[config.mk]
export PLATFORM = sky130hd
export DESIGN_NAME = pdm_frame_sched_flat
export DESIGN_NICKNAME = d
export VERILOG_FILES = /design/src/rtl/pdm_frame_sched_if.sv /design/src/rtl/pdm_frame_sched.sv /design/src/flat_wrapper.sv
export SDC_FILE = /design/constraint.sdc
export NUM_CORES = 1
export LEC_CHECK = 0
export CORE_ASPECT_RATIO = 0.8
export CORE_UTILIZATION = 44
export CTS_BUF_LIST = sky130_fd_sc_hd__clkbuf_8
export CTS_CLUSTER_SIZE = 40
export DETAILED_ROUTE_END_ITERATION = 7
export SLEW_MARGIN = 20
export SYNTH_ARGS = -nofsm -noshare
export SYNTH_HDL_FRONTEND = slang
export SYNTH_SLANG_ARGS = --single-unit
[constraint.sdc]
create_clock -name clk -period 6.4 [get_ports clk]
set_clock_uncertainty 0.05 [all_clocks]
set_input_delay 0.96 -clock clk [delete_from_list [all_inputs] [get_ports clk]]
set_output_delay 0.96 -clock clk [all_outputs]
set_load 0.02 [all_outputs]
[src/rtl/pdm_frame_sched_if.sv]
`default_nettype none
// ============================================================================
// Module   : pdm_frame_sched_if
// Purpose  : Sample handshake and PDM duty/status bundle between the
//            equalizer/testbench side (master) and the frame scheduler (slave).
// Revision : 1.0 - initial release
// ============================================================================
interface pdm_frame_sched_if;
  logic        en;
  logic        smpl_vld;
  logic [15:0] lft_in;
  logic [15:0] rght_in;
  logic        smpl_rdy;
  logic [15:0] lft_duty;
  logic [15:0] rght_duty;
  logic        active;
  logic        underrun;

  // Sample source / observer side
  modport master (
    output en, smpl_vld, lft_in, rght_in,
    input  smpl_rdy, lft_duty, rght_duty, active, underrun
  );

  // Frame scheduler side
  modport slave (
    input  en, smpl_vld, lft_in, rght_in,
    output smpl_rdy, lft_duty, rght_duty, active, underrun
  );
endinterface
`default_nettype wire

[src/rtl/pdm_frame_sched.sv]
`default_nettype none
// ============================================================================
// Module   : pdm_frame_sched
// Purpose  : One-frame sample buffer, per-frame tick, ramped soft-mute gain
//            and offset-binary duty generation for a stereo PDM stage.
// Revision : 1.0 - initial release
// ============================================================================
module pdm_frame_sched #(
  parameter int TICK_DIV  = 1024,
  parameter int GAIN_STEP = 1
) (
  input  wire logic          clk,
  input  wire logic          rst,
  pdm_frame_sched_if.slave   bus
);

  localparam int         CNT_W     = (TICK_DIV > 2) ? $clog2(TICK_DIV) : 1;
  localparam logic [8:0] c_GAIN_FS = 9'd256;

  typedef enum logic [1:0] {
    ST_MUTE = 2'd0,
    ST_UP   = 2'd1,
    ST_RUN  = 2'd2,
    ST_DOWN = 2'd3
  } state_t;

  state_t             r_state;
  state_t             w_state_nxt;
  logic [8:0]         r_gain;
  logic [8:0]         w_gain_nxt;
  logic [9:0]         w_gain_sum;
  logic [8:0]         w_gain_up;
  logic [8:0]         w_gain_dn;

  logic [CNT_W-1:0]   r_count;
  logic               w_tick;
  logic               r_tick_d;

  logic               r_full;
  logic [15:0]        r_lft_buf;
  logic [15:0]        r_rght_buf;
  logic signed [15:0] r_lft_hold;
  logic signed [15:0] r_rght_hold;

  logic               w_accept;
  logic               w_playing;

  logic signed [25:0] w_prod_l;
  logic signed [25:0] w_prod_r;
  logic [15:0]        w_scaled_l;
  logic [15:0]        w_scaled_r;

  logic [15:0]        r_lft_duty;
  logic [15:0]        r_rght_duty;
  logic               r_underrun;

  // ---------------------------------------------------------------------------
  // Combinational decode
  // ---------------------------------------------------------------------------
  assign w_tick    = (r_count == CNT_W'(TICK_DIV - 1));
  assign w_playing = (r_state != ST_MUTE);

  // Ready is forced low while reset is held so no pair can be taken then.
  assign w_accept  = bus.smpl_vld & ~r_full & ~rst;

  // Saturating gain steps; the sum is one bit wider so the clamp sees overflow.
  assign w_gain_sum = {1'b0, r_gain} + 10'(GAIN_STEP);
  assign w_gain_up  = (w_gain_sum > {1'b0, c_GAIN_FS}) ? c_GAIN_FS : w_gain_sum[8:0];
  assign w_gain_dn  = (r_gain < 9'(GAIN_STEP)) ? 9'd0 : (r_gain - 9'(GAIN_STEP));

  // Signed sample times zero-extended gain; full-scale gain of 256 is unity
  // after the 8-bit arithmetic shift, so the 16-bit truncation cannot wrap.
  assign w_prod_l   = 26'(r_lft_hold)  * 26'($signed({1'b0, r_gain}));
  assign w_prod_r   = 26'(r_rght_hold) * 26'($signed({1'b0, r_gain}));
  assign w_scaled_l = 16'(w_prod_l >>> 8);
  assign w_scaled_r = 16'(w_prod_r >>> 8);

  assign bus.smpl_rdy  = ~r_full & ~rst;
  assign bus.lft_duty  = r_lft_duty;
  assign bus.rght_duty = r_rght_duty;
  assign bus.active    = w_playing;
  assign bus.underrun  = r_underrun;

  // Free-running frame counter; tick marks its last count.
  always_ff @(posedge clk) begin
    if (rst) begin
      r_count  <= '0;
      r_tick_d <= 1'b0;
    end else begin
      r_count  <= w_tick ? '0 : (r_count + CNT_W'(1));
      r_tick_d <= w_tick;
    end
  end

  // Single-entry frame buffer plus hold register; MUTE drains without keeping.
  always_ff @(posedge clk) begin
    if (rst) begin
      r_full      <= 1'b0;
      r_lft_buf   <= '0;
      r_rght_buf  <= '0;
      r_lft_hold  <= '0;
      r_rght_hold <= '0;
    end else begin
      if (w_tick && r_full) begin
        r_full <= 1'b0;
        if (w_playing) begin
          r_lft_hold  <= $signed(r_lft_buf);
          r_rght_hold <= $signed(r_rght_buf);
        end
      end else if (w_accept) begin
        r_full     <= 1'b1;
        r_lft_buf  <= bus.lft_in;
        r_rght_buf <= bus.rght_in;
      end
    end
  end

  // Gain ramp state register.
  always_ff @(posedge clk) begin
    if (rst) begin
      r_state <= ST_MUTE;
      r_gain  <= '0;
    end else begin
      r_state <= w_state_nxt;
      r_gain  <= w_gain_nxt;
    end
  end

  // Direction follows en every cycle; the gain itself only moves on a tick.
  always_comb begin
    w_state_nxt = r_state;
    w_gain_nxt  = r_gain;
    case (r_state)
      ST_MUTE: begin
        w_gain_nxt = 9'd0;
        if (bus.en) w_state_nxt = ST_UP;
      end
      ST_UP: begin
        if (w_tick) w_gain_nxt = w_gain_up;
        if (!bus.en)                              w_state_nxt = ST_DOWN;
        else if (w_tick && w_gain_up == c_GAIN_FS) w_state_nxt = ST_RUN;
      end
      ST_RUN: begin
        w_gain_nxt = c_GAIN_FS;
        if (!bus.en) w_state_nxt = ST_DOWN;
      end
      ST_DOWN: begin
        if (w_tick) w_gain_nxt = w_gain_dn;
        if (bus.en)                          w_state_nxt = ST_UP;
        else if (w_tick && w_gain_dn == 9'd0) w_state_nxt = ST_MUTE;
      end
      default: begin
        w_state_nxt = ST_MUTE;
        w_gain_nxt  = 9'd0;
      end
    endcase
  end

  // Duty words refresh one cycle after the tick, once hold and gain settled.
  always_ff @(posedge clk) begin
    if (rst) begin
      r_lft_duty  <= 16'h8000;
      r_rght_duty <= 16'h8000;
    end else if (r_tick_d) begin
      r_lft_duty  <= {~w_scaled_l[15], w_scaled_l[14:0]};
      r_rght_duty <= {~w_scaled_r[15], w_scaled_r[14:0]};
    end
  end

  // Underrun pulse: a playing tick that found nothing new to play.
  always_ff @(posedge clk) begin
    if (rst) r_underrun <= 1'b0;
    else     r_underrun <= w_tick & ~r_full & w_playing;
  end

endmodule
`default_nettype wire

[src/flat_wrapper.sv]
// flat-port wrapper written by rule: the top's interface ports become plain ports
module pdm_frame_sched_flat 
#(
  parameter int TICK_DIV  = 1024,
  parameter int GAIN_STEP = 1
)
  (clk, rst, bus_en, bus_smpl_vld, bus_lft_in, bus_rght_in, bus_smpl_rdy, bus_lft_duty, bus_rght_duty, bus_active, bus_underrun);
  pdm_frame_sched_if bus_i ();
  input  wire logic clk;
  input  wire logic rst;
  input wire logic [$bits(bus_i.en)-1:0] bus_en;
  input wire logic [$bits(bus_i.smpl_vld)-1:0] bus_smpl_vld;
  input wire logic [$bits(bus_i.lft_in)-1:0] bus_lft_in;
  input wire logic [$bits(bus_i.rght_in)-1:0] bus_rght_in;
  output wire logic [$bits(bus_i.smpl_rdy)-1:0] bus_smpl_rdy;
  output wire logic [$bits(bus_i.lft_duty)-1:0] bus_lft_duty;
  output wire logic [$bits(bus_i.rght_duty)-1:0] bus_rght_duty;
  output wire logic [$bits(bus_i.active)-1:0] bus_active;
  output wire logic [$bits(bus_i.underrun)-1:0] bus_underrun;
  assign bus_i.en = bus_en;
  assign bus_i.smpl_vld = bus_smpl_vld;
  assign bus_i.lft_in = bus_lft_in;
  assign bus_i.rght_in = bus_rght_in;
  assign bus_smpl_rdy = bus_i.smpl_rdy;
  assign bus_lft_duty = bus_i.lft_duty;
  assign bus_rght_duty = bus_i.rght_duty;
  assign bus_active = bus_i.active;
  assign bus_underrun = bus_i.underrun;
  pdm_frame_sched #(.TICK_DIV(TICK_DIV), .GAIN_STEP(GAIN_STEP)) u_core (.clk(clk), .rst(rst), .bus(bus_i));
endmodule
==> impl_results.md, run 1 <==
* Status: finished, final reports clean
* FP Rows at 59
* Post-Syn Area at 14600 um2
* CTS Hold Buffers Added at 0
* PortBufs at 70
* FF-to-FF path depth at 18
* TritonCTS clock tree: yes
* Largest net degree at the start of global routing at 66
* Seq/Total Area, Yosys at 16.4%
* TritonRoute pass-1 iters at 5
* Hold Fails Final Rpt at 0
* Number of setup buffers added after CTS at 0
* Pwr per Cell Area at 105 nW/um2
* Leakage at 7.68 nW
* Startpoint types: register
* Synth area leader: fa_1
* Buffers & Inverters on Critical Path at 4
* Hold Startpoint: u_core.r_lft_buf[5]$_SDFFE_PP0P_
* Ys flop type: dfxtp_1
* Final Setup Violations at 0
* CTS H-tree depth at 4
* Resize count post-CTS at 0
* Fmax at 165 MHz
* Final nets at 2101
* Unrepaired setup endpoints after global routing: no
* CP Launch Point: u_core.r_gain[5]$_SDFFE_PP0P_
* Worst relative slew slack at 28.4%
* Hold Crit Class: register to register
* Area contributors post-synth: fa_1 31%, dfxtp_1 16%, ha_1 9.3%, nand2_1 7.3%, inv_1 6.9%
* Average cell area after synthesis at between 8 and 9 um2
* Critical path arrival at 6.39 ns
* Antenna violations before repair at 0
* Diode count at 0
* Slew at the pin with the worst max-slew slack at 1.07 ns
* Hpwl dp at 27100 um
* Tcrit/Tclk final at 94.8%
* Crit-path cells: buf_4, nand2_1, fa_1, fa_1, inv_1, fa_1, fa_1, inv_1, fa_1, inv_1, ha_1, a21oi_1, o21ai_0, a21oi_1, o211ai_2, a221oi_2, mux2i_1, a2111o_1
* Most used cell, CP: fa_1
* Overflow left after global routing at 0
* Syn Nets at ~2.1k
* Most frequent cell after synthesis: nand2_1
* Number of flops mapped to enable cells by yosys at 0
* R2R Setup Slk at 0.33 ns
* Core region area at ~33000 um2
* Critical path's slowest cell: dfxtp_1
* Number of CTS-inserted buffers at 17
* Clk sink count at 120
* Global-route wire length before repair at 59500 um
* Synth top cells by count: 283 x nand2_1, 270 x inv_1, 228 x fa_1
* Max-cap violations at 0
* Area growth from synthesis to layout at 9.84%
* Setup Crit Path Kind: register to register
* Placer Congestion at 0.854
* Initial core utilization at 44.8%
* DRT antenna net count at 0
* Clk_lat worst skew at 0.50 ns
* Hold path depth at 2
* Post-synth top area share at around 31%
* Async SR Flop Fraction at 0%
* Fillcell total at 3213
* Clock Path Buffers at 2
* TNS Setup at 0 ns
* Crit path time final at 6.07 ns
* Yosys cell types at 72
* Vias at 11.2k
* Hold path endpoint: u_core.r_lft_hold[5]$_SDFFE_PP0P_
* Via density at 5.18
* Worst path top cell family by delay: adder cells
* Clock transition at path regs at roughly 0.09 ns
* Critical path fanouts, max at 17
* Num ports at 71
* RR Endpoint: u_core.bus.rght_duty[15]$_SDFFE_PP1P_
* Critical Path RT at 6.73 ns
* Share of post-route cells with drive strength above 1 at 4.48%
* Final slew viol count at 0
* Die Height at between 150 and 200 um
* Tot Pwr at 0.00168 W
* CP endpoint kind: register
* Initial DRC Count at 565
* Register bit total from synthesis at 120
* Worst vdd ir at 91.9 uV
* Vias in the first global route at 11.9k
* DRC at 0
* Die area at 34000 um2
* Launch point of the worst reg-to-reg path: u_core.r_gain[5]$_SDFFE_PP0P_
* Avg WL per Cell at 16.0 um
* Total track usage at between 20% and 30%
* Clk root buf: clkbuf_8
* Crit path largest cell delay at 0.72 ns
* WL final at 34800 um
* Die width at 206 um
* Cells after synthesis at roughly 1.7k
* Synth warnings at 0
## flip-flops by register name, summed over array words and instances, names as in the netlist
signal                count
u_core.bus.lft_duty      16
u_core.r_gain             9
u_core.bus.rght_duty     16
u_core.r_full             1
u_core.r_rght_buf        16
u_core.r_lft_buf         16
u_core.r_rght_hold       16
u_core.r_count           10
u_core.r_lft_hold        16
u_core.r_tick_d           1
u_core.bus.underrun       1
u_core.r_state            2
## worst max-delay path by stage
stage | cells past startpoint | endpoint | slack (ns)
CTS | 18 | u_core.bus.rght_duty[15]$_SDFFE_PP1P_ | 0.34
detailed placement | 18 | u_core.bus.rght_duty[15]$_SDFFE_PP1P_ | 0.35
global route | 18 | u_core.bus.rght_duty[15]$_SDFFE_PP1P_ | 0.06
finish | 18 | u_core.bus.rght_duty[15]$_SDFFE_PP1P_ | 0.33
global placement | 18 | u_core.bus.rght_duty[15]$_SDFFE_PP1P_ | 0.55
floorplan | 20 | u_core.bus.lft_duty[14]$_SDFFE_PP0P_ | 0.63
## per-stage QoR
step | utilization [%] | std cells | worst slack, ns | hold WS, ns | cell area, um2
CTS | 49.1 | 2166 | 0.342 | 0.402 | 16000
finish | 49.2 | 2167 | 0.334 | 0.389 | 16100
floorplan | - | 1710 | 0.626 | 0.380 | 14600
global placement | 48.1 | 2135 | 0.546 | 0.393 | 15700
detailed placement | 48.1 | 2135 | 0.353 | 0.395 | 15700
global route | 49.2 | 2167 | 0.0624 | 0.422 | 16100
## worst register-to-register path: stages (launching register included)
cell and delay [ns]:
dfxtp_1 0.72, buf_4 0.30, nand2_1 0.10, fa_1 0.52, fa_1 0.55, inv_1 0.05, fa_1 0.46, fa_1 0.51
inv_1 0.05, fa_1 0.47, inv_1 0.05, ha_1 0.35, a21oi_1 0.22, o21ai_0 0.13, a21oi_1 0.34, o211ai_2 0.21
a221oi_2 0.41, mux2i_1 0.13, a2111o_1 0.34
## per-layer routing
layer,global-route usage [%],part of all wire (%)
met5,0,0
met4,6.35,2.0
met3,3.51,3.8
met2,38.2,48
met1,29.3,46
## cell usage in the layout, fill, tap and decap left out, types with 18 or more instances in the layout
cell / instances
a21oi_1: 65
and2_1: 148
buf_4: 25
clkbuf_8: 18
clkdlybuf4s50_1: 69
dfxtp_1: 120
fa_1: 228
ha_1: 109
inv_1: 270
nand2_1: 283
nand2b_1: 40
nand3_1: 20
nor2_1: 47
o21ai_0: 74
xnor2_1: 30
xor2_1: 23
## cell families (layout without fill, tap and decap cells)
| logic type | count (synthesis) | count (layout) | share of synthesized area (%) |
|---|---|---|---|
| adder cells (fa/ha/maj) | 337 | 337 | 40.6 |
| buffers and inverters | 368 | 398 | 9.52 |
| flip-flops | 120 | 120 | 16.4 |
| AO/OA/AOI/OAI | 226 | 226 | 9.81 |
| AND/OR/NAND/NOR | 595 | 595 | 19.7 |
| multiplexers | 11 | 11 | 0.770 |
| XOR/XNOR | 53 | 53 | 3.18 |
## layout make-up
class                           instances  area [um2]  share of cell area (%)
Tap cell                              427         534                    3.33
Multi-Input combinational cell       1222       10800                    67.4
Timing Repair Buffer                   97         931                    5.80
Clock buffer                           18         248                    1.54
Inverter                              270        1010                    6.31
Sequential cell                       120        2400                    15.0
Clock inverter                         13        98.8                   0.616
## where the power goes
part / total [W] / switching, W / internal (W)
Clock: 0.000650 / 0.000372 / 0.000278
Combinational: 0.000231 / 0.000136 / 0.0000954
Sequential: 0.000798 / 0.0000265 / 0.000771
Power figures use the tool's default switching activity.
==> inputs of run 2 (changes only) <==
Settings changed: CORE_MARGIN set to 5.
==> run 2 against run 1 <==
Maximum frequency rose by 2.3%. Register-to-register slack better by 0.14 ns. Non-clock buffer count up 4. Clock power grew 23%. Core utilization increased by 0.35 points. Critical endpoint unchanged. Largest power group is now clock.
==> impl_results.md, run 2 (synthesis results as in run 1) <==
* Status: finished, final reports clean
* Launch point of the worst reg-to-reg path: u_core.r_gain[1]$_SDFFE_PP0P_
* R2R Setup Slk at 0.47 ns (+0.14 ns)
* Final nets at 2105 (+0.19%)
* Placer Congestion at 0.866 (+1.4%)
* Critical path arrival at 6.25 ns (-0.14 ns)
* Commonest non-fill, non-tap cell in the layout: nand2_1
* CTS Hold Buffers Added at 0 (unchanged)
* Overflow left after global routing at 0 (unchanged)
* Hold Startpoint: u_core.r_lft_buf[8]$_SDFFE_PP0P_
* Vias in the first global route at 12.1k (+2.1%)
* Worst vdd ir at 105 uV (+14%)
* Largest net degree at the start of global routing at 66 (unchanged)
* Number of setup buffers added after CTS at 0 (unchanged)
* Most frequent cells in the layout: 283 x nand2_1, 270 x inv_1, 228 x fa_1, 148 x and2_1, 120 x dfxtp_1
* Die Height at 173 um (+4.8%)
* PortBufs at 70 (unchanged)
* DRC at 0 (unchanged)
* Number of CTS-inserted buffers at 17 (unchanged)
* FP Rows at 59 (unchanged)
* RR Endpoint: u_core.bus.rght_duty[15]$_SDFFE_PP1P_
* TritonCTS clock tree: yes
* Share of post-route cells with drive strength above 1 at 4.70% (+0.22 points)
* Die width at 214 um (+3.9%)
* Slew at the pin with the worst max-slew slack at 0.906 ns (-0.166 ns)
* Crit path largest cell delay at 0.59 ns (-0.13 ns)
* Critical path fanouts, max at 21 (+4)
* Leakage at 7.76 nW (+0.97%)
* Tcrit/Tclk final at 92.6% (-2.1 points)
* Clk sink count at 120 (unchanged)
* Max-cap violations at 0 (unchanged)
* Startpoint types: register
* Final Setup Violations at 0 (unchanged)
* Clock Path Buffers at 2 (unchanged)
* Fillcell total at 3168 (-1.4%)
* Worst relative slew slack at 39.5% (+11 points)
* Critical path's slowest cell: dfxtp_1
* Diode count at 0 (unchanged)
* DRT antenna net count at 0 (unchanged)
* Die area at 37000 um2 (+8.9%)
* Critical Path RT at 6.72 ns (about the same)
* Buffers & Inverters on Critical Path at 4 (unchanged)
* Setup Crit Path Kind: register to register
* TritonRoute pass-1 iters at 5 (unchanged)
* Resize count post-CTS at 0 (unchanged)
* Num ports at 71 (unchanged)
* Vias at 11.2k (-0.20%)
* Hold path depth at 2 (unchanged)
* Total track usage at 20.1% (-2.2 points)
* CTS H-tree depth at 4 (unchanged)
* CP endpoint kind: register
* Pwr per Cell Area at 113 nW/um2 (+8.3%)
* Avg WL per Cell at 16.2 um (+1.2%)
* Initial core utilization at 44.8% (unchanged)
* FF-to-FF path depth at 18 (unchanged)
* Placed Area at 15700 um2 (+0.11%)
* Final slew viol count at 0 (unchanged)
* Clk root buf: clkbuf_8
* Clock transition at path regs at 0.08 ns (about the same)
* Core region area at 32600 um2 (unchanged)
* Crit-path cells: buf_4, nand2_1, fa_1, inv_1, fa_1, fa_1, fa_1, inv_1, fa_1, inv_1, ha_1, a21oi_1, o21ai_0, a21oi_1, o211ai_2, a221oi_2, mux2i_1, a2111o_1
* Clk_lat worst skew at 0.49 ns (about the same)
* Hpwl dp at 27600 um (+2.0%)
* Worst path top cell family by delay: adder cells
* Hold Fails Final Rpt at 0 (unchanged)
* Crit path time final at 5.93 ns (-0.137 ns)
* WL final at 35300 um (+1.4%)
* TNS Setup at 0 ns (unchanged)
* Fmax at 169 MHz (+2.3%)
* Initial DRC Count at 563 (-0.35%)
* Antenna violations before repair at 0 (unchanged)
* Most used cell, CP: fa_1
* Post-route cell area at 16200 um2 (+0.71%)
* Hold Crit Class: register to register
* Global-route wire length before repair at 60700 um (+2.0%)
* Hold path endpoint: u_core.r_lft_hold[8]$_SDFFE_PP0P_
* Via density at 5.16 (-0.38%)
* Unrepaired setup endpoints after global routing: no
* Area growth from synthesis to layout at 10.6%
## run 2: changes by cell type in the layout (fill, tap and decap cells not counted), sizes merged
cell,previous run,this run
inv,274,273
clkinv,3,4
clkinvlp,6,2
bufinv,0,4
buf,28,32
## run 2: area by class of cell
type	count	area (um2)	area share, %
clock buffer	18	248	1.53
clock inverter	13	195	1.21
inverter	270	1010	6.27
multi-input combinational	1222	10800	67.0
sequential	120	2400	14.9
tap	427	534	3.30
timing repair buffer	101	948	5.87
## run 2: worst max path at each step
stage / end / startpoint / slack, ns / depth (start not counted)
after global placement: u_core.bus.rght_duty[15]$_SDFFE_PP1P_ / u_core.r_gain[1]$_SDFFE_PP0P_ / 0.62 / 18
after global routing: u_core.bus.rght_duty[15]$_SDFFE_PP1P_ / u_core.r_gain[6]$_SDFFE_PP0P_ / 0.16 / 17
after detailed placement: u_core.bus.rght_duty[15]$_SDFFE_PP1P_ / u_core.r_gain[1]$_SDFFE_PP0P_ / 0.46 / 18
after floorplan: u_core.bus.lft_duty[14]$_SDFFE_PP0P_ / u_core.r_gain[2]$_SDFFE_PP0P_ / 0.63 / 20
after CTS: u_core.bus.rght_duty[15]$_SDFFE_PP1P_ / u_core.r_gain[1]$_SDFFE_PP0P_ / 0.46 / 18
final: u_core.bus.rght_duty[15]$_SDFFE_PP1P_ / u_core.r_gain[1]$_SDFFE_PP0P_ / 0.47 / 18
## run 2: power by group
part           internal (W)  switching (W)
registers          0.000771      0.0000196
logic             0.0000965       0.000144
clock network      0.000438       0.000362
## run 2: worst reg2reg max path, cell delays in order, from the launching register on
cell,delay (ns)
dfxtp_1,0.59
buf_4,0.35
nand2_1,0.12
fa_1,0.56
inv_1,0.05
fa_1,0.47
fa_1,0.50
fa_1,0.49
inv_1,0.05
fa_1,0.48
inv_1,0.04
ha_1,0.34
a21oi_1,0.22
o21ai_0,0.12
a21oi_1,0.30
o211ai_2,0.22
a221oi_2,0.39
mux2i_1,0.13
a2111o_1,0.35
## run 2: per-layer routing
| metal | global-route usage [%] | part of all wire (%) | vias to the layer above |
|---|---|---|---|
| li1 | - | - | 5372 |
| met1 | 27.3 | 46 | 5573 |
| met2 | 33.5 | 48 | 223 |
| met3 | 3.59 | 4.5 | 43 |
| met4 | 5.01 | 1.7 | 0 |
| met5 | 0 | 0 | - |
## run 2: metrics by stage
stage          power (W)  worst slack (ns)  utilization, %  instances  hold WS [ns]
4_1_cts          0.00186             0.455            49.5       2170         0.396
5_1_grt          0.00192             0.157            49.6       2171         0.425
6_report         0.00183             0.471            49.6       2171         0.394
3_5_place_dp     0.00104             0.462            48.1       2139         0.397
2_1_floorplan   0.000960             0.626               -       1710         0.380
3_3_place_gp     0.00104             0.621            48.1       2139         0.392
==> inputs of run 3 (changes only) <==
Settings changed: SLEW_MARGIN 20 to not set.
==> run 3 against run 2 <==
Maximum frequency decreased by 0.15%. Worst hold slack got worse by 0.0024 ns. Wire length increased by 0.14%. Total power is essentially flat. Largest power group unchanged.
==> impl_results.md, run 3 (synthesis results as in run 1) <==
* CTS H-tree depth at 4 (unchanged)
* Status: finished, final reports clean
* Placer Congestion at 0.866 (unchanged)
* Area growth from synthesis to layout at 10.4%
* Placed Area at 15700 um2 (unchanged)
* Total track usage at 20.1% (unchanged)
* FF-to-FF path depth at 18 (unchanged)
* Number of CTS-inserted buffers at 17 (unchanged)
* TritonCTS clock tree: yes
* Die Height at 173 um (unchanged)
* Final slew viol count at 0 (unchanged)
* Startpoint types: register
* Num ports at 71 (unchanged)
* Vias in the first global route at 12.1k (unchanged)
* Diode count at 0 (unchanged)
* DRC at 0 (unchanged)
* Clock transition at path regs at 0.09 ns (about the same)
* Antenna violations before repair at 0 (unchanged)
* Critical path fanouts, max at 21 (unchanged)
* DRT antenna net count at 0 (unchanged)
* Resize count post-CTS at 0 (unchanged)
* WL final at 35300 um (+0.14%)
* Global-route wire length before repair at 60700 um (unchanged)
* Crit path time final at 5.94 ns (+0.00891 ns)
* Core region area at 32600 um2 (unchanged)
* Critical path arrival at 6.26 ns (about the same)
* Hold Crit Class: register to register
* CTS Hold Buffers Added at 0 (unchanged)
* Metal3 WL at 1560 um (-1.0%)
* Clk root buf: clkbuf_8
* Die width at 214 um (unchanged)
* Fmax at 168 MHz (-0.15%)
* Avg WL per Cell at 16.3 um (+0.19%)
* Final Setup Violations at 0 (unchanged)
* Uppermost layer routed: met4
* CP endpoint kind: register
* Post-route cell area at 16100 um2 (-0.17%)
* TritonRoute pass-1 iters at 4 (-1)
* M1 wire length at 16200 um (-0.12%)
* Number of setup buffers added after CTS at 0 (unchanged)
* Final nets at 2104 (-0.048%)
* Unrepaired setup endpoints after global routing: no
* Vias at 11.2k (+0.17%)
* Critical Path RT at 6.72 ns (about the same)
* Hold Fails Final Rpt at 0 (unchanged)
* Worst vdd ir at 105 uV (-0.59%)
* Max-cap violations at 0 (unchanged)
* Most frequent cells in the layout: 283 x nand2_1, 270 x inv_1, 228 x fa_1, 148 x and2_1, 120 x dfxtp_1
* Commonest non-fill, non-tap cell in the layout: nand2_1
* PortBufs at 70 (unchanged)
* Clk_lat worst skew at 0.49 ns (about the same)
* Clk sink count at 120 (unchanged)
* Slew at the pin with the worst max-slew slack at 1.03 ns (+0.126 ns)
* Hpwl dp at 27600 um (unchanged)
* Initial core utilization at 44.8% (unchanged)
* Worst relative slew slack at 31.2% (-8.3 points)
* Hold path depth at 2 (unchanged)
* Clock Path Buffers at 2 (unchanged)
* Pwr per Cell Area at 113 nW/um2 (+0.18%)
* Share of post-route cells with drive strength above 1 at 4.65% (-0.055 points)
* TNS Setup at 0 ns (unchanged)
* Via density at 5.18 (+0.22%)
* Overflow left after global routing at 0 (unchanged)
* Tcrit/Tclk final at 92.8% (+0.14 points)
* Largest net degree at the start of global routing at 66 (unchanged)
* Routed length on met2 at 17000 um (+0.64%)
* Die area at 37000 um2 (unchanged)
* Leakage at 7.75 nW (-0.15%)
* Initial DRC Count at 547 (-2.8%)
* FP Rows at 59 (unchanged)
* Setup Crit Path Kind: register to register
run 3: path summary, 6_finish.rpt:
check	from	to	slack, ns
worst max-delay path	u_core.r_gain[1]$_SDFFE_PP0P_	u_core.bus.rght_duty[15]$_SDFFE_PP1P_	0.46
worst min-delay path	u_core.r_lft_buf[8]$_SDFFE_PP0P_	u_core.r_lft_hold[8]$_SDFFE_PP0P_	0.39
worst max register to register	u_core.r_gain[1]$_SDFFE_PP0P_	u_core.bus.rght_duty[15]$_SDFFE_PP1P_	0.46
worst min register to register	u_core.r_lft_buf[8]$_SDFFE_PP0P_	u_core.r_lft_hold[8]$_SDFFE_PP0P_	0.39
run 3: area by class of cell:
class / instances / area, um2
clock buffers: 18 / 248
clock inverters: 13 / 195
fillers: 3169 / 16500
inverters: 270 / 1010
multi-input cells: 1222 / 10800
flip-flops and latches: 120 / 2400
well taps: 427 / 534
repair buffers: 100 / 921
run 3: critical path, cell delays in order, from the launching register on:
cell and delay, ns:
dfxtp_1 0.59, buf_4 0.35, nand2_1 0.12, fa_1 0.56, inv_1 0.05, fa_1 0.47
fa_1 0.50, fa_1 0.49, inv_1 0.05, fa_1 0.48, inv_1 0.04, ha_1 0.34
a21oi_1 0.22, o21ai_0 0.12, a21oi_1 0.30, o211ai_2 0.21, a221oi_2 0.39, mux2i_1 0.13
a2111o_1 0.35
run 3: power by group:
part           internal [W]  leakage [nW]  switching, W
logic             0.0000945          6.55      0.000145
registers          0.000771         0.973     0.0000197
clock network      0.000438         0.218      0.000363
total               0.00130          7.75      0.000528
run 3: per-layer routing:
layer | vias up | global-route usage [%]
li1 | 5368 | -
met1 | 5593 | 27.3
met2 | 231 | 33.5
met3 | 38 | 3.59
met4 | 0 | 5.01
met5 | - | 0
run 3: through the flow:
step                      util, %  std cells  hold WS, ns  worst slack [ns]  power (W)
after floorplan                 -       1710        0.380             0.626   0.000960
after global placement       48.1       2139        0.392             0.621    0.00104
after detailed placement     48.1       2139        0.397             0.462    0.00104
after CTS                    49.5       2170        0.396             0.455    0.00186
after global routing         49.5       2170        0.425             0.157    0.00192
final                        49.5       2170        0.391             0.462    0.00183
